--- src/rtl/mips_alu_pkg.sv ---
// Shared ALU definitions: op encoding and the default datapath width,
// imported by the ALU, its interface and the decoder/control unit.
package alu_pkg;

  localparam int ALU_WIDTH = 32;

  typedef enum logic [2:0] {
    ALU_ADD  = 3'd0,
    ALU_SUB  = 3'd1,
    ALU_AND  = 3'd2,
    ALU_OR   = 3'd3,
    ALU_XOR  = 3'd4,
    ALU_NOR  = 3'd5,
    ALU_SLT  = 3'd6,
    ALU_SLTU = 3'd7
  } aluOp_e;

endpackage

--- src/rtl/mips_alu_if.sv ---
// Execute-stage ALU bus: operands and op in, registered result and flags out.
interface mips_alu_if import alu_pkg::*; #(
    parameter int WIDTH = ALU_WIDTH
);
    logic [WIDTH-1:0] A;
    logic [WIDTH-1:0] B;
    logic [2:0]       op;
    logic [WIDTH-1:0] aluOut;
    logic             zero;
    logic             overflow;

    modport master (
        output A, B, op,
        input  aluOut, zero, overflow
    );

    modport slave (
        input  A, B, op,
        output aluOut, zero, overflow
    );
endinterface

--- src/rtl/mips_alu_addsub.sv ---
// Combinational shared adder/subtractor: sum = a + (b ^ {sub}) + sub,
// with carry-out and signed overflow of that operation.
module alu_addsub #(
    parameter int WIDTH = 32
) (
    input  logic [WIDTH-1:0] a,
    input  logic [WIDTH-1:0] b,
    input  logic             sub,
    output logic [WIDTH-1:0] sum,
    output logic             carryOut,
    output logic             overflow
);
    logic [WIDTH-1:0] bEff;
    logic [WIDTH:0]   full;

    assign bEff     = b ^ {WIDTH{sub}};
    assign full     = {1'b0, a} + {1'b0, bEff} + {{WIDTH{1'b0}}, sub};
    assign sum      = full[WIDTH-1:0];
    assign carryOut = full[WIDTH];
    // Overflow on the effective operands covers both ADD and SUB rules.
    assign overflow = (a[WIDTH-1] == bEff[WIDTH-1]) && (sum[WIDTH-1] != a[WIDTH-1]);
endmodule

--- src/rtl/mips_alu.sv ---
// Registered execute-stage ALU: eight ops, one-cycle latency, zero and
// signed-overflow flags registered alongside the result.
module mips_alu import alu_pkg::*; #(
    parameter int WIDTH = ALU_WIDTH
) (
    input logic       clk,
    input logic       rst,
    mips_alu_if.slave bus
);
    aluOp_e           opSel;
    logic             isSub;
    logic [WIDTH-1:0] sum;
    logic             carryOut;
    logic             addOvf;
    logic [WIDTH-1:0] resNext;
    logic             ovfNext;
    logic [WIDTH-1:0] aluOut_p1;
    logic             zero_p1;
    logic             ovf_p1;

    assign opSel = aluOp_e'(bus.op);
    // Everything except ADD uses the subtract path, including both compares.
    assign isSub = (opSel != ALU_ADD);

    alu_addsub #(.WIDTH(WIDTH)) addsub (
        .a        (bus.A),
        .b        (bus.B),
        .sub      (isSub),
        .sum      (sum),
        .carryOut (carryOut),
        .overflow (addOvf)
    );

    always_comb begin
        resNext = '0;
        ovfNext = 1'b0;
        case (opSel)
            ALU_ADD:  begin resNext = sum; ovfNext = addOvf; end
            ALU_SUB:  begin resNext = sum; ovfNext = addOvf; end
            ALU_AND:  resNext = bus.A & bus.B;
            ALU_OR:   resNext = bus.A | bus.B;
            ALU_XOR:  resNext = bus.A ^ bus.B;
            ALU_NOR:  resNext = ~(bus.A | bus.B);
            // Sign of the difference corrected by overflow stays right when A-B wraps.
            ALU_SLT:  resNext = {{(WIDTH-1){1'b0}}, sum[WIDTH-1] ^ addOvf};
            ALU_SLTU: resNext = {{(WIDTH-1){1'b0}}, ~carryOut};
            default:  resNext = '0;
        endcase
    end

    // ---- stage p1: EX/MEM output register ----
    always_ff @(posedge clk or posedge rst) begin
        if (rst) begin
            aluOut_p1 <= '0;
            zero_p1   <= 1'b1;
            ovf_p1    <= 1'b0;
        end else begin
            aluOut_p1 <= resNext;
            zero_p1   <= (resNext == '0);
            ovf_p1    <= ovfNext;
        end
    end

    assign bus.aluOut   = aluOut_p1;
    assign bus.zero     = zero_p1;
    assign bus.overflow = ovf_p1;
endmodule

--- src/flat_wrapper.sv ---
// flat-port wrapper written by rule: the top's interface ports become plain ports
module mips_alu_flat import alu_pkg::*;
#(
    parameter int WIDTH = ALU_WIDTH
)
  (clk, rst, bus_A, bus_B, bus_op, bus_aluOut, bus_zero, bus_overflow);
  mips_alu_if #(.WIDTH(WIDTH)) bus_i ();
  input logic clk;
  input logic rst;
  input wire logic [$bits(bus_i.A)-1:0] bus_A;
  input wire logic [$bits(bus_i.B)-1:0] bus_B;
  input wire logic [$bits(bus_i.op)-1:0] bus_op;
  output wire logic [$bits(bus_i.aluOut)-1:0] bus_aluOut;
  output wire logic [$bits(bus_i.zero)-1:0] bus_zero;
  output wire logic [$bits(bus_i.overflow)-1:0] bus_overflow;
  assign bus_i.A = bus_A;
  assign bus_i.B = bus_B;
  assign bus_i.op = bus_op;
  assign bus_aluOut = bus_i.aluOut;
  assign bus_zero = bus_i.zero;
  assign bus_overflow = bus_i.overflow;
  mips_alu #(.WIDTH(WIDTH)) u_core (.clk(clk), .rst(rst), .bus(bus_i));
endmodule
--- config.mk ---
export PLATFORM = sky130hd
export DESIGN_NAME = mips_alu_flat
export DESIGN_NICKNAME = d
export VERILOG_FILES = /design/src/rtl/mips_alu_pkg.sv /design/src/rtl/mips_alu_if.sv /design/src/rtl/mips_alu_addsub.sv /design/src/rtl/mips_alu.sv /design/src/flat_wrapper.sv
export SDC_FILE = /design/constraint.sdc
export NUM_CORES = 1
export LEC_CHECK = 0
export ABC_AREA = 1
export BUFFER_PORTS_ARGS = -buffer_cell sky130_fd_sc_hd__buf_4
export CORE_ASPECT_RATIO = 0.8
export CORE_MARGIN = 2
export CORE_UTILIZATION = 50
export CTS_CLUSTER_SIZE = 30
export DETAILED_ROUTE_END_ITERATION = 12
export GPL_ROUTABILITY_DRIVEN = 0
export GPL_TIMING_DRIVEN = 0
export HOLD_SLACK_MARGIN = 0.06
export PLACE_DENSITY = 0.75
export SLEW_MARGIN = 20
export SYNTH_ARGS = -nofsm -noshare
export SYNTH_HDL_FRONTEND = slang
export SYNTH_HIERARCHICAL = 1
export SYNTH_SLANG_ARGS = --single-unit
--- constraint.sdc ---
create_clock -name clk -period 1.1 [get_ports clk]
set_input_delay 0.33 -clock clk [delete_from_list [all_inputs] [get_ports clk]]
set_output_delay 0.33 -clock clk [all_outputs]
set_load 0.1 [all_outputs]
==> summary.md <==
| Metric | Value |
|---|---|
| Slew HR | 41.4% |
| Layout cell share with drive strength beyond 1 | 37.4% |
| Top achievable clock speed | 301 MHz |
| FFs w/ async S/R, synth | 100% |
| Worst slew pin tran | 0.879 ns |
| Overflow after GRT | 0 |
| Int Power | 4760 uW |
| Final HPWL DP | 16100 um |
| Post-route ant nets | 0 |
| Synth Warn # | 6 |
| Ports | 103 |
| Commonest cells in the netlist | nand2_1 (188), inv_1 (181), nor2_1 (157) |
| Root Driver | clkbuf_16 |
| Share of the synthesized area in the top cell type | 19.8% |
| Req. time, crit path | 1.32 ns |
| Vias per cell | 5.88 |
| Post-route DRC | 0 |
| Die width | 127 um |
| Pins Over Slew Limit | 0 |
| Num CTS Buffers | 5 |
| Clk pwr share | 14.1% |
| Sequential area share after synthesis | 14.2% |
| CP startpoint kind | input pin |
| Core area | 11600 sq um |
| Initial Util | 51.8% |
| IO buf count | 100 |
| Full die area | 12900 sq um |
| P_leak | 0.00462 uW |
| Hold Crit Class | in -> async |
| Diodes inserted | 0 |
| Post-DR wirelength/cell | 19.5 um |
| Yosys reg bits | 34 |
| Vias in the first global route | 6483 |
| Worst path arrival time | 3.54 ns |
| Post-route setup slack | -2.23 ns |
| PwrDens | 1080 nW/um^2 |
| Fillers | 801 |
| Syn-to-layout area delta | 49.5% |
| EDFF count, synth | 0 |
| H-tree depth | 2 |
| Mean Syn Cell Area | 6.18 sq um |
| First-pass GRT wire length | 34100 um |
| Max cap viols | 0 |
| Maximum root-to-sink buffer count | 2 |
| TritonCTS clock tree | yes |
| Syn nets | 1138 |
| Row cnt | 35 |
| Via count | 7536 |
| Worst-path clk slew | 0.05 ns |
| RSZ-0062 raised after global routing | yes |
| Total global-route track usage | 34.2% |
| TritonRoute pass-1 iters | 7 |
| Clk sinks | 34 |
| CP Capture Type | flip-flop |
| Initial antenna violation count | 1 |
| Worst VDD drop | 0.755 mV |
| Flop pwr share | 16.4% |
| Nets | 1298 |
| Largest net degree at the start of global routing | 35 |
| Die height | 102 um |
| Most frequent cell after synthesis | nand2_1 |
| DR iter-0 viols | 1159 |
| CP max FO | 7 |
| Top post-synthesis cells by area | ha_1 (20%), dfrtp_1 (14%), nand2_1 (12%), inv_1 (11%), nor2_1 (9.8%) |
| Final setup viols | 68 |
| Failing checks | negative setup slack |
| Placed insts | 1221 |
| Post-route clock period utilization | 302% |
| Crit path kind | in -> reg |
| Sw Ratio | 50.8% |
| Syn Std Cell Area | 6010 sq um |
| Combinational cell fraction of total power | 69.4% |
| Synth unique cells | 38 |
| Pre-CTS setup slack | -2.75 ns |
| CTS hold repair buffers | 0 |
| Routed wire length | 25000 um |
| Status | finished, violations left |
| Area leader, netlist | ha_1 |
| Min cycle time layout | 3.33 ns |
| Hold_ws | 0.158 ns |
| Cell Count, Final, Fillers Out | 1282 |
| Psw | 4920 uW |
| Commonest register cell after synthesis | dfrtp_1 |
| Syn Inst Count | 973 |
| Final Hold Fails | 0 |
cell families after synthesis:
group | share of synthesized area, %
AOI/OAI and AO/OA | 6.60
xor gates and xnor gates | 7.72
adders and majority gates | 20.1
buffers and inverters | 14.7
DFF | 14.2
and+or+nand+nor | 36.7
sequential cells by signal, indices dropped and copies added, names as in the netlist:
| signal | count |
|---|---|
| u_core/bus.overflow | 1 |
| u_core/bus.zero | 1 |
| u_core/bus.aluOut | 32 |
worst max-delay path: stages:
cell	delay [ns]
buf_6	0.10
buf_6	0.11
nor2_4	0.10
clkbuf_16	0.14
nand2_4	0.04
buf_12	0.16
buf_12	0.15
xor2_1	0.23
ha_4	0.27
a21oi_2	0.24
nand2_2	0.12
nand2_1	0.10
nand2_2	0.07
a21oi_2	0.19
nand2_4	0.13
nand2_4	0.09
nand2_4	0.05
nor2_4	0.12
xnor2_2	0.14
nor2_1	0.06
nor2_1	0.10
nand2_1	0.07
nand2_2	0.07
nand3_2	0.08
nor2_1	0.11
nand2_1	0.07
nor2_2	0.08
power groups by stage:
| stage | Sequential (uW) | Combinational, uW | Clock [uW] |
|---|---|---|---|
| 5_1_grt | 1600 | 6950 | 1450 |
| 2_1_floorplan | 2880 | 2200 | 0 |
| 4_1_cts | 1560 | 5720 | 1380 |
| 6_report | 1590 | 6720 | 1370 |
| 3_5_place_dp | 1530 | 4880 | 0 |
| 3_3_place_gp | 1530 | 4850 | 0 |
layout by cell type, fill, tap and decap left out, types with 17 or more instances in the layout:
cell and count:
a21oi_2 20, buf_12 18, buf_4 101, buf_6 29, dfrtp_2 33, ha_1 77, inv_1 172, nand2_1 141
nand2_2 47, nand3_1 53, nand3_2 28, nand4_1 28, nor2_1 130, nor2_2 21, nor3_1 17, o21ai_0 17
xor2_1 33
per-layer routing:
metal  up-vias  share of wire [%]  global-route usage (%)
met2       635                 42                    54.3
met5         -                  0                       0
met3       184                 14                    7.12
li1       3347                  -                       -
met4         0                7.5                    15.0
met1      3370                 37                    45.3
how the worst max path moves through the flow:
stage / from / to / slack, ns / cells after the start
finish: bus_op[2] / u_core/bus.zero / -2.23 / 27
global route: bus_op[2] / u_core/bus.zero / -2.39 / 27
CTS: bus_op[2] / u_core/bus.zero / -2.16 / 29
detailed placement: bus_op[2] / u_core/bus.zero / -2.75 / 29
global placement: bus_op[2] / u_core/bus.zero / -2.71 / 29
floorplan: bus_op[1] / u_core/bus.zero / -1.99 / 28
final cells by class:
cell class,count,area (sq um),area share [%]
Multi-Input combinational cell,725,5240,58.3
Timing Repair Buffer,153,1550,17.3
Sequential cell,34,893,9.94
Inverter,185,697,7.75
Buffer,29,273,3.03
Tap cell,148,185,2.06
Clock buffer,7,143,1.59
Clock inverter,1,5.00,0.0557
through the flow:
step / total power, uW / instance area, sq um / TNS, ns / util [%]
after CTS: 8660 / 8290 / -54.54 / 71.4
after global routing: 10000 / 8990 / -59.88 / 77.5
after detailed placement: 6420 / 7120 / -67.35 / 61.3
after global placement: 6380 / 7120 / -81.10 / 61.3
after floorplan: 5080 / 6180 / -48.81 / -
final: 9670 / 8990 / -58.02 / 77.5
timing repair:
item,in CTS,in global routing
setup buffers,37,17
resized for setup,165,126
pin swaps,74,64
endpoints found under the setup margin,68,68
gates cloned,2,1
Note: power is estimated with default switching activity, not from simulation.
